### config.mk
export PLATFORM = sky130hd
export DESIGN_NAME = npc_ctrl
export DESIGN_NICKNAME = d
export VERILOG_FILES = /design/src/rtl/npc_pkg.sv /design/src/rtl/npc_perf_cnt.sv /design/src/rtl/npc_ctrl.sv
export SDC_FILE = /design/constraint.sdc
export NUM_CORES = 1
export LEC_CHECK = 0
export ABC_AREA = 1
export CAP_MARGIN = 10
export CORE_ASPECT_RATIO = 0.8
export CORE_UTILIZATION = 55
export CTS_BUF_LIST = sky130_fd_sc_hd__clkbuf_4 sky130_fd_sc_hd__clkbuf_8
export DETAILED_ROUTE_END_ITERATION = 8
export PLACE_DENSITY = 0.83
export SYNTH_ARGS = -nofsm -noshare
export SYNTH_HDL_FRONTEND = slang
export SYNTH_SLANG_ARGS = --single-unit
### constraint.sdc
create_clock -name clk -period 2.1 [get_ports clk]
set_clock_uncertainty 0.05 [all_clocks]
set_input_delay 0.42 -clock clk [delete_from_list [all_inputs] [get_ports clk]]
set_output_delay 0.42 -clock clk [all_outputs]
set_load 0.03 [all_outputs]
### src/rtl/npc_pkg.sv
// npc_pkg: shared state encoding, SYSTEM/ebreak opcode constants and default
// counter width for the NPC control sequencer.
package npc_pkg;

   localparam int          CNT_W_DEF      = 64;
   localparam logic [6:0]  OPC_SYSTEM     = 7'b1110011;
   localparam logic [11:0] FUNCT12_EBREAK = 12'h001;

   typedef enum logic [2:0] {
      ST_FETCH_REQ  = 3'd0,
      ST_FETCH_WAIT = 3'd1,
      ST_DECODE     = 3'd2,
      ST_MEM_REQ    = 3'd3,
      ST_MEM_WAIT   = 3'd4,
      ST_COMMIT     = 3'd5,
      ST_HALT       = 3'd6
   } npc_state_e;

   // ebreak is the SYSTEM opcode with funct12=1 and rs1/funct3/rd all zero
   function automatic logic is_ebreak(input logic [31:0] inst);
      return (inst[6:0] == OPC_SYSTEM) && (inst[31:20] == FUNCT12_EBREAK) &&
             (inst[19:7] == 13'd0);
   endfunction

endpackage

### src/rtl/npc_perf_cnt.sv
// npc_perf_cnt: retired-instruction and free-running cycle counters for the
// simulation environment; both wrap silently.
module npc_perf_cnt
   import npc_pkg::*;
#(
   parameter int CNT_W = CNT_W_DEF
) (
   input  logic             clk,
   input  logic             rst,
   input  logic             retire,
   output logic [CNT_W-1:0] inst_cnt,
   output logic [CNT_W-1:0] cycle_cnt
);

   localparam logic [CNT_W-1:0] CNT_ONE = CNT_W'(1);

   always_ff @(posedge clk) begin
      if (rst) begin
         inst_cnt  <= '0;
         cycle_cnt <= '0;
      end else begin
         cycle_cnt <= cycle_cnt + CNT_ONE;
         if (retire) begin
            inst_cnt <= inst_cnt + CNT_ONE;
         end
      end
   end

endmodule

### src/rtl/npc_ctrl.sv
// npc_ctrl: multi-cycle fetch/decode/mem/commit sequencer for the NPC core.
// Optional handshake watchdog enabled by defining NPC_CTRL_TIMEOUT_EN.
//
// state      | meaning
// FETCH_REQ  | instruction request raised, waiting for imem_req_ready
// FETCH_WAIT | request accepted, waiting for the instruction word
// DECODE     | one cycle; pick HALT / MEM_REQ / COMMIT
// MEM_REQ    | data request raised, waiting for lsu_req_ready
// MEM_WAIT   | data request accepted, waiting for completion
// COMMIT     | one cycle; update PC, write RF, retire
// HALT       | ebreak or watchdog; terminal until reset
module npc_ctrl
   import npc_pkg::*;
#(
   parameter int CNT_W       = CNT_W_DEF,
   parameter int TIMEOUT_CYC = 1024
) (
   input  logic             clk,
   input  logic             rst,
   output logic             imem_req_valid,
   input  logic             imem_req_ready,
   input  logic             imem_rsp_valid,
   output logic             ir_we,
   input  logic             dec_regwrite,
   input  logic             dec_is_mem,
   input  logic             dec_is_ebreak,
   output logic             lsu_req_valid,
   input  logic             lsu_req_ready,
   input  logic             lsu_rsp_valid,
   output logic             rf_we,
   output logic             pc_we,
   output logic             halted,
   output logic             err,
   output logic [2:0]       state,
   output logic [CNT_W-1:0] inst_cnt,
   output logic [CNT_W-1:0] cycle_cnt
);

   npc_state_e state_q;
   npc_state_e state_d;
   logic       retire;
   logic       wd_fire;

   always_ff @(posedge clk) begin
      if (rst) begin
         state_q <= ST_FETCH_REQ;
      end else begin
         state_q <= state_d;
      end
   end

   always_comb begin
      state_d        = state_q;
      imem_req_valid = 1'b0;
      ir_we          = 1'b0;
      lsu_req_valid  = 1'b0;
      pc_we          = 1'b0;
      rf_we          = 1'b0;
      retire         = 1'b0;
      case (state_q)
         ST_FETCH_REQ: begin
            imem_req_valid = 1'b1;
            if (imem_req_ready) begin
               if (imem_rsp_valid) begin
                  ir_we   = 1'b1;
                  state_d = ST_DECODE;
               end else begin
                  state_d = ST_FETCH_WAIT;
               end
            end
         end
         ST_FETCH_WAIT: begin
            if (imem_rsp_valid) begin
               ir_we   = 1'b1;
               state_d = ST_DECODE;
            end
         end
         ST_DECODE: begin
            if (dec_is_ebreak) begin
               state_d = ST_HALT;
            end else if (dec_is_mem) begin
               state_d = ST_MEM_REQ;
            end else begin
               state_d = ST_COMMIT;
            end
         end
         ST_MEM_REQ: begin
            lsu_req_valid = 1'b1;
            if (lsu_req_ready) begin
               state_d = lsu_rsp_valid ? ST_COMMIT : ST_MEM_WAIT;
            end
         end
         ST_MEM_WAIT: begin
            if (lsu_rsp_valid) begin
               state_d = ST_COMMIT;
            end
         end
         ST_COMMIT: begin
            pc_we   = 1'b1;
            rf_we   = dec_regwrite;
            retire  = 1'b1;
            state_d = ST_FETCH_REQ;
         end
         ST_HALT: begin
            state_d = ST_HALT;
         end
         default: begin
            state_d = ST_FETCH_REQ;
         end
      endcase
      if (wd_fire) begin
         state_d = ST_HALT;
      end
      // Outputs are Moore-style, so a reset landing mid-handshake must mask them
      if (rst) begin
         imem_req_valid = 1'b0;
         ir_we          = 1'b0;
         lsu_req_valid  = 1'b0;
         pc_we          = 1'b0;
         rf_we          = 1'b0;
         retire         = 1'b0;
      end
   end

`ifdef NPC_CTRL_TIMEOUT_EN
   localparam int             WD_W    = $clog2(TIMEOUT_CYC + 1);
   localparam logic [WD_W-1:0] WD_LOAD = WD_W'(TIMEOUT_CYC - 1);
   localparam logic [WD_W-1:0] WD_ONE  = WD_W'(1);

   logic [WD_W-1:0] wd_q;
   logic            in_wait;
   logic            err_q;

   assign in_wait = (state_q == ST_FETCH_REQ) || (state_q == ST_FETCH_WAIT) ||
                    (state_q == ST_MEM_REQ)   || (state_q == ST_MEM_WAIT);
   // Down-counter reloads on any state change; terminal count on the last stalled cycle
   assign wd_fire = in_wait && (wd_q == '0) && !rst;

   always_ff @(posedge clk) begin
      if (rst) begin
         wd_q  <= WD_LOAD;
         err_q <= 1'b0;
      end else begin
         if (state_d != state_q) begin
            wd_q <= WD_LOAD;
         end else if (in_wait) begin
            wd_q <= wd_q - WD_ONE;
         end
         if (wd_fire) begin
            err_q <= 1'b1;
         end
      end
   end

   assign err = err_q;
`else
   logic unused_timeout;

   assign unused_timeout = (TIMEOUT_CYC > 0);
   assign wd_fire        = 1'b0;
   assign err            = 1'b0;
`endif

   assign halted = (state_q == ST_HALT);
   assign state  = state_q;

   npc_perf_cnt #(
      .CNT_W (CNT_W)
   ) u_perf_cnt (
      .clk       (clk),
      .rst       (rst),
      .retire    (retire),
      .inst_cnt  (inst_cnt),
      .cycle_cnt (cycle_cnt)
   );

endmodule

==> flow_metrics.tcl <==
set metrics [dict create \
    synth_top_area_share_pct 33.55 \
    h-tree-depth 4 \
    die_y_um 108.6 \
    r2r_slack_ps 80 \
    core-area_um2 13690 \
    endpoint_kind "output port" \
    vias_per_cell 5.489 \
    chipWidth_um 135.3 \
    synth_area_um2 7817 \
    nets 1478 \
    crit_family "buffers and inverters" \
    grt_overflow 0 \
    fmax_mhz 483.9 \
    synthCells 1298 \
    final_hold_viol_count 0 \
    rows 38 \
    tritoncts "done" \
    cp-start-kind "register" \
    vias 9111 \
    reg2reg_depth 10 \
    post_drt_wl_per_cell_um 15.80 \
    grt_usage_pct 36.35 \
    rr_startpoint "state[1]" \
    cts.sinks 131 \
    crit_cells 1 \
    yosysWarnings 0 \
    insertedDiodeCount 0 \
    final_cell_mix "nand2_1 (346), nor2_1 (289), inv_1 (144)" \
    p_leak_nw 4.565 \
    start_util_pct 57.09 \
    drc_errors 0 \
    p_total_mw 5.512 \
    numCtsBuffers 17 \
    slew_violations 0 \
    ant_nets 0 \
    hpwl_um 20210 \
    hold_path_class "input pin to register" \
    whs_endpoint "state[1]" \
    worstSkewPairLatency_ps 450 \
    drt_iter0_markers 945 \
    drv_cap 0 \
    area_growth_pct 29.87 \
    gp_congestion 1.013 \
    firstDrtPassIters 8 \
    fin_crit_sh_pct 98.41 \
    layout_commonest_cell "nand2_1" \
    crit_chain "clkdlybuf4s50_1" \
    place_inst 1622 \
    grt_max_degree 44 \
    final_layout_size_suffix_gt1_share_pct 8.108 \
    grt_pass1_vias 8146 \
    die_area_um2 14700 \
    slew_headroom_pct 64.54 \
    path_clk_slew_ps 80 \
    crit_fanout 5 \
    status "completed" \
    ctsHoldBuffers 0 \
    holdPathStages 2 \
    path_buf_inv 1 \
    antenna_found_initial 0 \
    required_ps 1630 \
    post_synth.cell_area_avg_um2 6.023 \
    synth_area_leaders "dfxtp_1 (34%), nand2_1 (17%), nor2_1 (14%)" \
    min_from "rst" \
    port_buffers 145 \
    cts_root_buf "clkbuf_8" \
    clockBufferDepth 2 \
    setup_viol 0 \
    io_pins 147 \
    arrival_ps 1600 \
    drt_wl_total_um 26230 \
    ys_seq_area_share_pct 33.55 \
    cpMaxStageDelayCell "clkdlybuf4s50_1" \
    syn_nets 1309 \
    synth_cell_type_count 36 \
    postLayoutCoreUtil_pct 74.14 \
    ys_ff_latch 131 \
    period_needed_ps 2067 \
    grt_pass1_wl_um 41150 \
    finalNonFillerCells 1660 \
    cp_slowest_stage_delay_ps 710 \
    p_per_area_nw_per_um2 543.0 \
    tightest_slew_ps 532.0 \
    worstSetupPathType "register to output port" \
    synth_top_cell_by_area "dfxtp_1" \
    ir_drop_mv 0.5744 \
    r2r_end "u_perf_cnt.inst_cnt[48]" \
]
[routing by layer]
layer  track usage, %  wire (um)
met5                0          0
met3            12.92       3482
met4            9.390        307
met2            51.36      10700
met1            51.82      11740
[synth_stat cells]
master	instances
nand3_2	2
nand2_2	6
nand2_4	3
nor3b_1	2
and3_1	5
buf_2	2
o21a_1	6
nor2_4	13
xnor2_1	3
o21ai_0	42
or2_0	8
o221ai_1	1
nand2_1	347
buf_4	2
o31ai_1	1
nand3_1	98
nand4_2	1
nor2_1	291
or2_2	2
a211oi_1	1
a21oi_1	76
inv_1	145
clkbuf_1	5
buf_1	8
xor2_1	13
conb_1	1
and2_1	2
nor3_2	3
dfxtp_1	131
ha_1	2
nand4_1	35
nor3_4	1
nor3_1	20
nand3_4	1
inv_2	4
nor2_2	15
[metrics by stage]
stage	setup TNS, ps	cell area, um^2	hold WS, ps	setup WS, ps
final	0	10150	294.3	33.42
after global routing	-7.897	10150	271.6	-4.755
after CTS	0	9941	275.3	0.9915
after detailed placement	0	9533	431.4	182.4
after global placement	0	9533	423.2	189.3
after floorplan	0	7823	536.4	178.7
[power by group]
part / total (mW) / switching (mW) / leakage [nW] / internal [mW]
clock network: 2.35 / 1.14 / 0.210 / 1.21
logic: 0.589 / 0.390 / 3.30 / 0.200
registers: 2.58 / 0.0560 / 1.06 / 2.52
total: 5.51 / 1.59 / 4.57 / 3.93
[cell families after synthesis]
| kind of cell | Yosys count | share of synthesized area, % |
|---|---|---|
| AO/OA/AOI/OAI | 127 | 8.435 |
| XOR/XNOR | 16 | 1.793 |
| adder cells (fa/ha/maj) | 2 | 0.3201 |
| buffers and inverters | 166 | 8.098 |
| flip-flops | 131 | 33.55 |
| other | 1 | 0.04797 |
| AND/OR/NAND/NOR | 855 | 47.76 |
[area by class of cell]
type	count	area (um^2)
tap	180	225.2
clock buffer	17	234.0
fill	1206	3541
timing repair buffer	167	1732
clock inverter	15	195.2
sequential	131	2625
inverter	149	559.3
multi-input combinational	1001	4582
[flip-flops by register name, summed over array words and instances (netlist names)]
name and count:
u_perf_cnt.cycle_cnt 64, u_perf_cnt.inst_cnt 64, state 3
[worst max path at each step]
stage / from / to
after CTS: state[0] / imem_req_valid
after global routing: state[1] / rf_we
final: u_perf_cnt.inst_cnt[16] / inst_cnt[16]
after floorplan: u_perf_cnt.cycle_cnt[0] / u_perf_cnt.cycle_cnt[48]
after detailed placement: u_perf_cnt.cycle_cnt[1] / u_perf_cnt.cycle_cnt[60]
after global placement: rst / imem_req_valid
[worst reg2reg max path, delay by kind of cell, from the launching register on]
kind	cells	cell delay, ps
buf+inv	3	400
flops	1	370
simple gates	7	1110
[timing repair]
| action | 4_1_cts | 5_1_grt |
|---|---|---|
| setup buffers | 0 | 6 |
| pin swaps | 1 | 3 |
| gates resized for setup | 32 | 65 |
| setup endpoints to repair | 30 | 66 |
No activity file was read; power rests on OpenSTA's default activity.
